**src/rtl/pwm_ramp_ctrl.sv**
```systemverilog
// pwm_ramp_ctrl: drives a PWM with a triangular "breathing" duty ramp.
// A start request latches the configuration. The duty then ramps lo->hi->lo
// with one duty step every step_time clocks. This repeats for `breaths` full
// breaths, or until stop when breaths is 0.
// Ports:
//   clk, rst            clock and synchronous active-high reset
//   start, stop         one-cycle sequence begin / abort requests
//   div_cfg             PWM divider, latched at start
//   duty_min, duty_max  duty bounds in percent, clamped to DUTY_CAP
//   step_time           clocks per duty step (0 treated as 1)
//   breaths             breath count, 0 = run until stop
//   pwm_en/div/duty     registered PWM controls
//   busy, done          active indicator and completion pulse
module pwm_ramp_ctrl #(
  parameter int unsigned DUTY_CAP = 100
) (
  input  logic        clk,
  input  logic        rst,
  input  logic        start,
  input  logic        stop,
  input  logic [15:0] div_cfg,
  input  logic [6:0]  duty_min,
  input  logic [6:0]  duty_max,
  input  logic [15:0] step_time,
  input  logic [7:0]  breaths,
  output logic        pwm_en,
  output logic [15:0] pwm_div,
  output logic [6:0]  pwm_duty,
  output logic        busy,
  output logic        done
);

  localparam int unsigned DivW  = 16;
  localparam int unsigned DutyW = 7;
  localparam int unsigned StepW = 16;
  localparam int unsigned CntW  = 8;

  // Cap saturated to what the duty port can represent.
  localparam logic [DutyW-1:0] CapDuty =
    (DUTY_CAP > 127) ? DutyW'(127) : DutyW'(DUTY_CAP);

  typedef enum logic [1:0] {
    IDLE   = 2'd0,
    UP     = 2'd1,
    DOWN   = 2'd2,
    FINISH = 2'd3
  } state_e;

  state_e            state_q, state_d;
  logic [StepW-1:0]  timer_q, timer_d;
  logic [StepW-1:0]  step_q, step_d;
  logic [CntW-1:0]   count_q, count_d;
  logic [CntW-1:0]   breaths_q, breaths_d;
  logic [DutyW-1:0]  hi_q, hi_d;
  logic [DutyW-1:0]  lo_q, lo_d;
  logic              pwm_en_q, pwm_en_d;
  logic [DivW-1:0]   pwm_div_q, pwm_div_d;
  logic [DutyW-1:0]  pwm_duty_q, pwm_duty_d;
  logic              busy_q, busy_d;
  logic              done_q, done_d;

  logic [DutyW-1:0]  hi_cfg;
  logic [DutyW-1:0]  lo_cfg;
  logic              tick;
  logic [StepW-1:0]  timer_nxt;
  logic [CntW-1:0]   count_inc;

  // Bounds derived from live inputs; only used at the start handshake.
  assign hi_cfg = (duty_max > CapDuty) ? CapDuty : duty_max;
  assign lo_cfg = (duty_min > hi_cfg) ? hi_cfg : duty_min;

  // Step timer runs 0..step-1; tick on the last count.
  assign tick      = (timer_q == (step_q - StepW'(1)));
  assign timer_nxt = tick ? '0 : (timer_q + StepW'(1));
  assign count_inc = count_q + CntW'(1);

  // Next-state and output logic.
  always_comb begin
    state_d    = state_q;
    timer_d    = timer_q;
    step_d     = step_q;
    count_d    = count_q;
    breaths_d  = breaths_q;
    hi_d       = hi_q;
    lo_d       = lo_q;
    pwm_en_d   = pwm_en_q;
    pwm_div_d  = pwm_div_q;
    pwm_duty_d = pwm_duty_q;
    busy_d     = busy_q;
    done_d     = 1'b0;

    case (state_q)
      IDLE: begin
        // stop wins over a simultaneous start.
        if (start && !stop) begin
          state_d    = UP;
          pwm_div_d  = div_cfg;
          breaths_d  = breaths;
          step_d     = (step_time == '0) ? StepW'(1) : step_time;
          hi_d       = hi_cfg;
          lo_d       = lo_cfg;
          pwm_en_d   = 1'b1;
          pwm_duty_d = lo_cfg;
          timer_d    = '0;
          count_d    = '0;
          busy_d     = 1'b1;
        end
      end

      UP: begin
        if (stop) begin
          state_d    = IDLE;
          pwm_en_d   = 1'b0;
          pwm_duty_d = '0;
          busy_d     = 1'b0;
          timer_d    = '0;
        end else begin
          timer_d = timer_nxt;
          if (tick) begin
            if (pwm_duty_q < hi_q) begin
              pwm_duty_d = pwm_duty_q + DutyW'(1);
            end else begin
              state_d = DOWN;
            end
          end
        end
      end

      DOWN: begin
        if (stop) begin
          state_d    = IDLE;
          pwm_en_d   = 1'b0;
          pwm_duty_d = '0;
          busy_d     = 1'b0;
          timer_d    = '0;
        end else begin
          timer_d = timer_nxt;
          if (tick) begin
            if (pwm_duty_q > lo_q) begin
              pwm_duty_d = pwm_duty_q - DutyW'(1);
            end else begin
              // Breath complete; the count wraps freely when breaths is 0.
              count_d = count_inc;
              if ((breaths_q != '0) && (count_inc == breaths_q)) begin
                state_d    = FINISH;
                pwm_en_d   = 1'b0;
                pwm_duty_d = '0;
                done_d     = 1'b1;
                timer_d    = '0;
              end else begin
                state_d = UP;
              end
            end
          end
        end
      end

      FINISH: begin
        state_d = IDLE;
        busy_d  = 1'b0;
      end

      default: begin
        state_d    = IDLE;
        pwm_en_d   = 1'b0;
        pwm_duty_d = '0;
        busy_d     = 1'b0;
      end
    endcase
  end

  // State and output registers with synchronous reset.
  always_ff @(posedge clk) begin
    if (rst) begin
      state_q    <= IDLE;
      timer_q    <= '0;
      step_q     <= '0;
      count_q    <= '0;
      breaths_q  <= '0;
      hi_q       <= '0;
      lo_q       <= '0;
      pwm_en_q   <= 1'b0;
      pwm_div_q  <= '0;
      pwm_duty_q <= '0;
      busy_q     <= 1'b0;
      done_q     <= 1'b0;
    end else begin
      state_q    <= state_d;
      timer_q    <= timer_d;
      step_q     <= step_d;
      count_q    <= count_d;
      breaths_q  <= breaths_d;
      hi_q       <= hi_d;
      lo_q       <= lo_d;
      pwm_en_q   <= pwm_en_d;
      pwm_div_q  <= pwm_div_d;
      pwm_duty_q <= pwm_duty_d;
      busy_q     <= busy_d;
      done_q     <= done_d;
    end
  end

  assign pwm_en   = pwm_en_q;
  assign pwm_div  = pwm_div_q;
  assign pwm_duty = pwm_duty_q;
  assign busy     = busy_q;
  assign done     = done_q;

endmodule

```
**config.mk**
```make
export PLATFORM = sky130hd
export DESIGN_NAME = pwm_ramp_ctrl
export DESIGN_NICKNAME = d
export VERILOG_FILES = /design/src/rtl/pwm_ramp_ctrl.sv
export SDC_FILE = /design/constraint.sdc
export NUM_CORES = 1
export LEC_CHECK = 0
export CELL_PAD_IN_SITES_DETAIL_PLACEMENT = 2
export CELL_PAD_IN_SITES_GLOBAL_PLACEMENT = 2
export CORE_AREA = 8 8 135 137
export DETAILED_ROUTE_END_ITERATION = 16
export DIE_AREA = 0 0 143 145
export PLACE_DENSITY = 0.9
export SYNTH_ARGS = -nofsm -noshare
export SYNTH_HDL_FRONTEND = slang
export SYNTH_SLANG_ARGS = --single-unit
```
**constraint.sdc**
```tcl
create_clock -name clk -period 5 [get_ports clk]
set_input_delay 1 -clock clk [delete_from_list [all_inputs] [get_ports clk]]
set_output_delay 1 -clock clk [all_outputs]
set_load 0.02 [all_outputs]
```
==> run_results.csv, run 1 <==
group,metric,value,unit
run_status,outcome,"complete, no violations",
synthesis,async_flop_share,0,%
die,die_h,145,um
clock_network,cts_buffer_depth,2,
grt,gr-usage-met2,37.8,%
synthesis,yosys_warnings,0,
detailed_routing,first_iter_violations,185,
die,start_util,33.3,%
placement,place.gp.congestion,0.853,
power,clock_power_share,28.8,%
placement,hpwl,15.1,mm
clock_network,insertion_delay,0.35,ns
power,power_density,340,mW/mm^2
die,ioPinCount,84,
synthesis,ys_types,71,
cells_and_area,multi_input_area,0.00329,sq mm
grt,grtUsageMet3,4.53,%
synthesis,ys_seq_elements,90,
synthesis,ys_seq_area_share,33.4,%
cells_and_area,final_layout_size_suffix_gt1_share,6.82,%
grt,grt_use_met1,21.6,%
min_path,min_to,"pwm_div[0]",
cells_and_area,synthToLayoutAreaGrowth,23.1,%
synthesis,netlist_area,0.00539,sq mm
die,fp.dieArea,0.0207,sq mm
cells_and_area,final_nets,831,
grt,grt_max_degree,40,
placement,portBuffers,83,
synthesis,synth_top_family_by_area,"simple AND/OR/NAND/NOR gates",
detailed_routing,final_antenna_net_count,0,
synthesis,synth_nets,766,
power,switching_share,35.8,%
clock_network,root_buffer,"clkbuf_16",
sta,tns,0,ns
clock_network,cts_buffers,9,
synthesis,synth_adder_area_share,6.74,%
sta,maxSlewHeadroom,42.8,%
critical_path,r2r-end,"pwm_duty[2]",
clock_network,cts.hold.buffers_added,0,
sta,setup_viol,0,
critical_path,critPathLaunchType,"input pin",
sta,tightest_slew,0.849,ns
critical_path,critPathKind,"input pin to flop",
detailed_routing,wl,20.4,mm
cells_and_area,n_fill_cell,1827,
critical_path,crit_path_max_fanout,7,
min_path,hp-class,"flop to flop",
flow_run,max-cap-violations,0,
power,ir_drop,166,uV
sta,skew,0.00647,ns
sta,rsz0062_at_grt,"no",
cells_and_area,diodes,0,
critical_path,critPathRequiredTime,5.28,ns
critical_path,r2r_setup_slack,1.38,ns
synthesis,avgSynthCellArea,7.93,sq um
power,power.net_switching,0.000808,W
synthesis,synth_edf_count,0,
sta,fin_ws,1.17,ns
critical_path,r2r_cells,8,
die,die_x,143,um
clock_network,clkSinkCount,90,
grt,grt_util_all_layers,20.1,%
synthesis,synth_xor_area_share,7.85,%
critical_path,reg2reg_from,"step_q[6]",
synthesis,synth_mux_area_share,2.30,%
sta,finalMaxSlewViolations,0,
sta,finalCriticalPeriod,3.83,ns
grt,gr-max-usage-layer,"met2",
cells_and_area,seq_area,0.00180,sq mm
grt,antenna_found_initial,0,
critical_path,crit_path_end_kind,"flop",
critical_path,critPathArrivalTime,4.11,ns
min_path,holdPathStages,2,
clock_network,post_cts_buffers,0,
die,num_rows,47,
clock_network,path_clk_slew,0.07,ns
sta,fin_crit_sh,76.7,%
detailed_routing,vias_per_cell,5.45,
grt,overflow,0,
sta,hold_viol,0,
detailed_routing,wl_per_cell,21.0,um
synthesis,synth_simple_gate_area_share,24.8,%
min_path,worstHoldStart,"pwm_div[0]",
detailed_routing,dr.pass1.iters,4,
die,fp.coreArea,0.0162,sq mm
cells_and_area,layoutNonFillerInstCount,968,
clock_network,htreeDepth,3,
synthesis,syn_inst,679,
placement,place_ws,0.830,ns
clock_network,cts_tree,"done",
power,p_int,0.00145,W
clock_network,cts_resized,0,
grt,grt_pass1_wl,33.2,mm
detailed_routing,drcViolationCount,0,
grt,grt_pass1_vias,6080,
placement,dp_cells,953,
sta,max_freq,261,MHz
power,pwr-share-seq,37.8,%
synthesis,ys.flop_type,"dfxtp_1",
power,comb_power_share,33.4,%
power,power_leakage,2.49,nW
detailed_routing,num_vias,5277,
synthesis,synth_compound_area_share,19.1,%
## flip-flops by register name, summed over array words and instances (netlist names), 2 cells and up
register,flops
breaths_q,8
count_q,8
hi_q,7
lo_q,7
pwm_div,16
pwm_duty,7
state_q,2
step_q,16
timer_q,16
## cells by family after synthesis
group / after synthesis
AND/OR/NAND/NOR: 280
AO/OA/AOI/OAI: 156
flip-flops: 90
buffers and inverters: 67
XOR/XNOR: 45
adder cells (fa/ha/maj): 29
multiplexers: 12
## stage by stage
stage	hold WS (ns)	utilization, %	total power (W)	area [sq um]
6_report	0.460	41.0	0.00225	6630
3_3_place_gp	0.443	39.3	0.00156	6360
4_1_cts	0.465	41.0	0.00228	6630
2_1_floorplan	0.436	-	0.00133	5390
5_1_grt	0.488	41.0	0.00238	6630
3_5_place_dp	0.456	39.3	0.00161	6360
## cell usage after synthesis (4+ instances only)
library cell | count | area, sq um
and4_1 | 5 | 43.8
nand2_1 | 117 | 439
nand3_1 | 19 | 95.1
or2_2 | 5 | 31.3
clkbuf_1 | 24 | 90.1
o31ai_1 | 6 | 45.0
a211o_1 | 7 | 61.3
nand4_1 | 11 | 68.8
a211oi_1 | 11 | 82.6
nor2b_1 | 7 | 43.8
xor2_1 | 22 | 193
a31o_2 | 4 | 35.0
mux2i_1 | 9 | 90.1
a21oi_1 | 69 | 345
a31oi_1 | 5 | 31.3
and3_1 | 6 | 37.5
clkbuf_8 | 4 | 55.1
xnor2_1 | 21 | 184
ha_1 | 29 | 363
dfxtp_1 | 90 | 1800
a311oi_1 | 4 | 35.0
nor4_1 | 11 | 68.8
o21ai_0 | 14 | 70.1
nor3_1 | 11 | 55.1
nor2_1 | 60 | 225
a211o_2 | 4 | 40.0
inv_1 | 31 | 116
## final cells by class
| cell class | count | area share [%] |
|---|---|---|
| clock buffer | 13 | 3.93 |
| clock inverter | 2 | 0.189 |
| inverter | 32 | 1.81 |
| multi-input combinational | 522 | 49.6 |
| sequential | 90 | 27.2 |
| tap | 220 | 4.15 |
| timing repair buffer | 89 | 13.1 |
## worst max-delay path by stage
| stage | startpoint | slack, ns | cells past startpoint | end |
|---|---|---|---|---|
| after floorplan | duty_max[4] | 1.81 | 10 | pwm_duty[2] |
| after global placement | duty_max[3] | 1.04 | 11 | pwm_duty[2] |
| after detailed placement | duty_max[3] | 0.83 | 11 | pwm_duty[2] |
| after CTS | duty_max[3] | 1.20 | 11 | pwm_duty[2] |
| after global routing | duty_max[3] | 1.01 | 11 | pwm_duty[2] |
| final | duty_max[3] | 1.17 | 11 | pwm_duty[2] |
## routing by layer
metal	vias to the layer above	wire, um
met5	-	0
met4	0	350
met3	31	766
met2	105	11000
met1	2628	8220
li1	2513	-
## power by group through the flow
| stage | sequential (W) | clock (W) | combinational [W] |
|---|---|---|---|
| 6_report | 0.000853 | 0.000649 | 0.000753 |
| 5_1_grt | 0.000860 | 0.000694 | 0.000828 |
| 4_1_cts | 0.000854 | 0.000663 | 0.000759 |
| 3_5_place_dp | 0.000868 | 0 | 0.000746 |
| 3_3_place_gp | 0.000863 | 0 | 0.000694 |
| 2_1_floorplan | 0.000859 | 0 | 0.000472 |
## worst max-delay path, cell delays in order
cell and delay (ns):
clkdlybuf4s50_1 0.50, o311ai_0 0.54, nand2_1 0.19, ha_1 0.35, nand3b_1 0.08, a21oi_1 0.12
nor3_1 0.09, nor2_2 0.32, mux2_2 0.40, a211o_2 0.34, a21oi_1 0.18
## layout by cell type (no fill, tap or decap), types with 7 or more instances in the layout
master / instances
xnor2_1: 21
a21oi_1: 69
nor4_1: 11
a211oi_1: 11
mux2i_1: 9
nand3_1: 18
o21ai_0: 14
nor2_1: 59
a211o_1: 7
clkbuf_16: 9
nand4_1: 11
nand2_1: 117
nor3_1: 11
xor2_1: 22
inv_1: 31
nor2b_1: 7
clkdlybuf4s50_1: 82
dfxtp_1: 90
ha_1: 29
No activity file was read; power rests on OpenSTA's default activity.
==> run 2: changes to the inputs <==
Settings changed: CORE_AREA 8 8 135 137 to 8 8 146 148, DIE_AREA 0 0 143 145 to 0 0 154 156, PLACE_DENSITY 0.9 to 0.81.
Clock period 5 ns to 3.5 ns, I/O delays scaled along.
==> run 2 against run 1 <==
Die area rose by 16%. Critical path type is now flop to flop. Global-route usage fell by 3.8 points. Highest routed layer unchanged. Core utilization fell by 5.2 points. Worst setup slack got worse by 1.0 ns. Final area rose by 3.1%. Critical path depth fell by 3. Routed wire length fell by 5.3%. Sequential cell count did not move. Via count barely moved.
==> run_results.csv, run 2 (synthesis gave the netlist of run 1 again) <==
group,metric,value,unit
run_status,outcome,"complete, no violations",
min_path,holdPathStages,2,
critical_path,r2r_cells,8,
die,ioPinCount,84,
power,power_density,478,mW/mm^2
cells_and_area,synthToLayoutAreaGrowth,26.8,%
sta,holdWs,0.459,ns
placement,place.gp.congestion,0.822,
sta,rsz0062_at_grt,"no",
cells_and_area,n_fill_cell,2183,
cells_and_area,seq_area,0.00180,sq mm
clock_network,cts_buffers,9,
die,fp.coreArea,0.0191,sq mm
clock_network,root_buffer,"clkbuf_16",
die,start_util,28.2,%
power,ir_drop,242,uV
grt,grt_util_all_layers,16.3,%
min_path,hp-class,"flop to flop",
placement,place_ws,-0.143,ns
sta,fin_crit_sh,96.1,%
grt,antenna_found_initial,0,
grt,overflow,0,
die,die_h,156,um
cells_and_area,multi_input_area,0.00330,sq mm
critical_path,critPathKind,"flop to flop",
detailed_routing,wl,19.3,mm
sta,max_freq,297,MHz
cells_and_area,layout_common_cells,"nand2_1 (117), dfxtp_1 (90), clkdlybuf4s50_1 (82), a21oi_1 (69), nor2_1 (59)",
flow_run,max-cap-violations,0,
detailed_routing,final_antenna_net_count,0,
critical_path,critPathRequiredTime,3.78,ns
critical_path,critPathLaunchType,"flop",
critical_path,r2r-end,"pwm_duty[2]",
clock_network,cts.hold.buffers_added,0,
cells_and_area,final_nets,852,
sta,finalCriticalPeriod,3.36,ns
cells_and_area,mostFrequentLayoutCell,"nand2_1",
cells_and_area,fin_area,0.00683,sq mm
placement,hpwl,15.2,mm
die,die_x,154,um
detailed_routing,drcViolationCount,0,
placement,postPlaceCellArea,0.00654,sq mm
critical_path,r2r_setup_slack,0.14,ns
sta,hold_viol,0,
critical_path,reg2reg_from,"step_q[6]",
die,fp.dieArea,0.0240,sq mm
min_path,worstHoldStart,"pwm_div[1]",
critical_path,crit_path_max_fanout,12,
critical_path,crit_chain,"or4_4, or4_4, or4_4, a211oi_2, nand4_2, a211o_4, a211o_2, a21oi_1",
clock_network,post_cts_buffers,0,
sta,finalMaxSlewViolations,0,
critical_path,slowest_stage,"or4_4",
critical_path,crit_path_end_kind,"flop",
detailed_routing,vias_per_cell,5.23,
clock_network,clkSinkCount,90,
critical_path,crit_path_frequent_cell,"or4_4",
power,power_leakage,2.59,nW
detailed_routing,num_vias,5275,
clock_network,cts_buffer_depth,2,
clock_network,cts_tree,"done",
placement,portBuffers,83,
clock_network,htreeDepth,3,
clock_network,insertion_delay,0.35,ns
grt,grt_pass1_wl,31.6,mm
detailed_routing,first_iter_violations,171,
grt,grt_max_degree,44,
detailed_routing,wl_per_cell,19.1,um
sta,maxSlewHeadroom,60.2,%
sta,skew,0.00991,ns
detailed_routing,dr.pass1.iters,4,
sta,setup_viol,0,
critical_path,cpPeakStageDelay,0.54,ns
grt,grt_pass1_vias,6059,
min_path,min_to,"pwm_div[1]",
cells_and_area,final_layout_size_suffix_gt1_share,10.1,%
sta,tightest_slew,0.595,ns
die,num_rows,51,
clock_network,path_clk_slew,0.07,ns
critical_path,critPathArrivalTime,3.65,ns
sta,fin_ws,0.136,ns
run 2: metal layers:
layer  global-route usage, %  up-vias  routed length, um
met4                    4.67        0                310
li1                        -     2569                  -
met1                    17.0     2619               7950
met5                       0        -                  0
met2                    31.6       67              10500
met3                    3.91       20                562
run 2: worst max path at each step:
stage                  endpoint  slack [ns]        start
floorplan           pwm_duty[5]        0.38    step_q[6]
global placement    pwm_duty[3]        0.08  duty_max[6]
detailed placement  pwm_duty[3]       -0.14  duty_max[6]
CTS                 pwm_duty[2]        0.05    step_q[6]
global route        pwm_duty[2]        0.01    step_q[6]
finish              pwm_duty[2]        0.14    step_q[6]
run 2: final cells by class:
| type | instances | share of cell area (%) |
|---|---|---|
| clock inverter | 7 | 0.751 |
| timing repair buffer | 110 | 15.1 |
| clock buffer | 9 | 3.30 |
| multi-input combinational | 522 | 48.4 |
| sequential | 90 | 26.4 |
| tap | 238 | 4.36 |
| inverter | 32 | 1.76 |
| antenna | 1 | 0.0366 |
run 2: stage by stage:
| stage | power (W) | utilization (%) | TNS (ns) | instances |
|---|---|---|---|---|
| 2_1_floorplan | 0.00190 | - | 0 | 679 |
| 3_3_place_gp | 0.00228 | 34.3 | 0 | 992 |
| 3_5_place_dp | 0.00236 | 34.3 | -0.644 | 992 |
| 4_1_cts | 0.00331 | 35.7 | 0 | 1008 |
| 5_1_grt | 0.00347 | 35.8 | 0 | 1008 |
| 6_report | 0.00326 | 35.8 | 0 | 1009 |
run 2: power by group:
| part | switching, W | internal [W] |
|---|---|---|
| Combinational | 0.000653 | 0.000493 |
| Clock | 0.000450 | 0.000487 |
| Sequential | 0.0000824 | 0.00110 |
run 2: critical path: cells and delay by family, from the launching register on:
kind / cells / cell delay (ns)
and+or+nand+nor: 4 / 1.78
AOI/OAI and AO/OA: 4 / 1.19
DFF: 1 / 0.31
run 2: repair_timing:
item	4_1_cts	5_1_grt
setup endpoints to repair	0	6
resized for setup	0	4
endpoints found under the hold margin	0	0
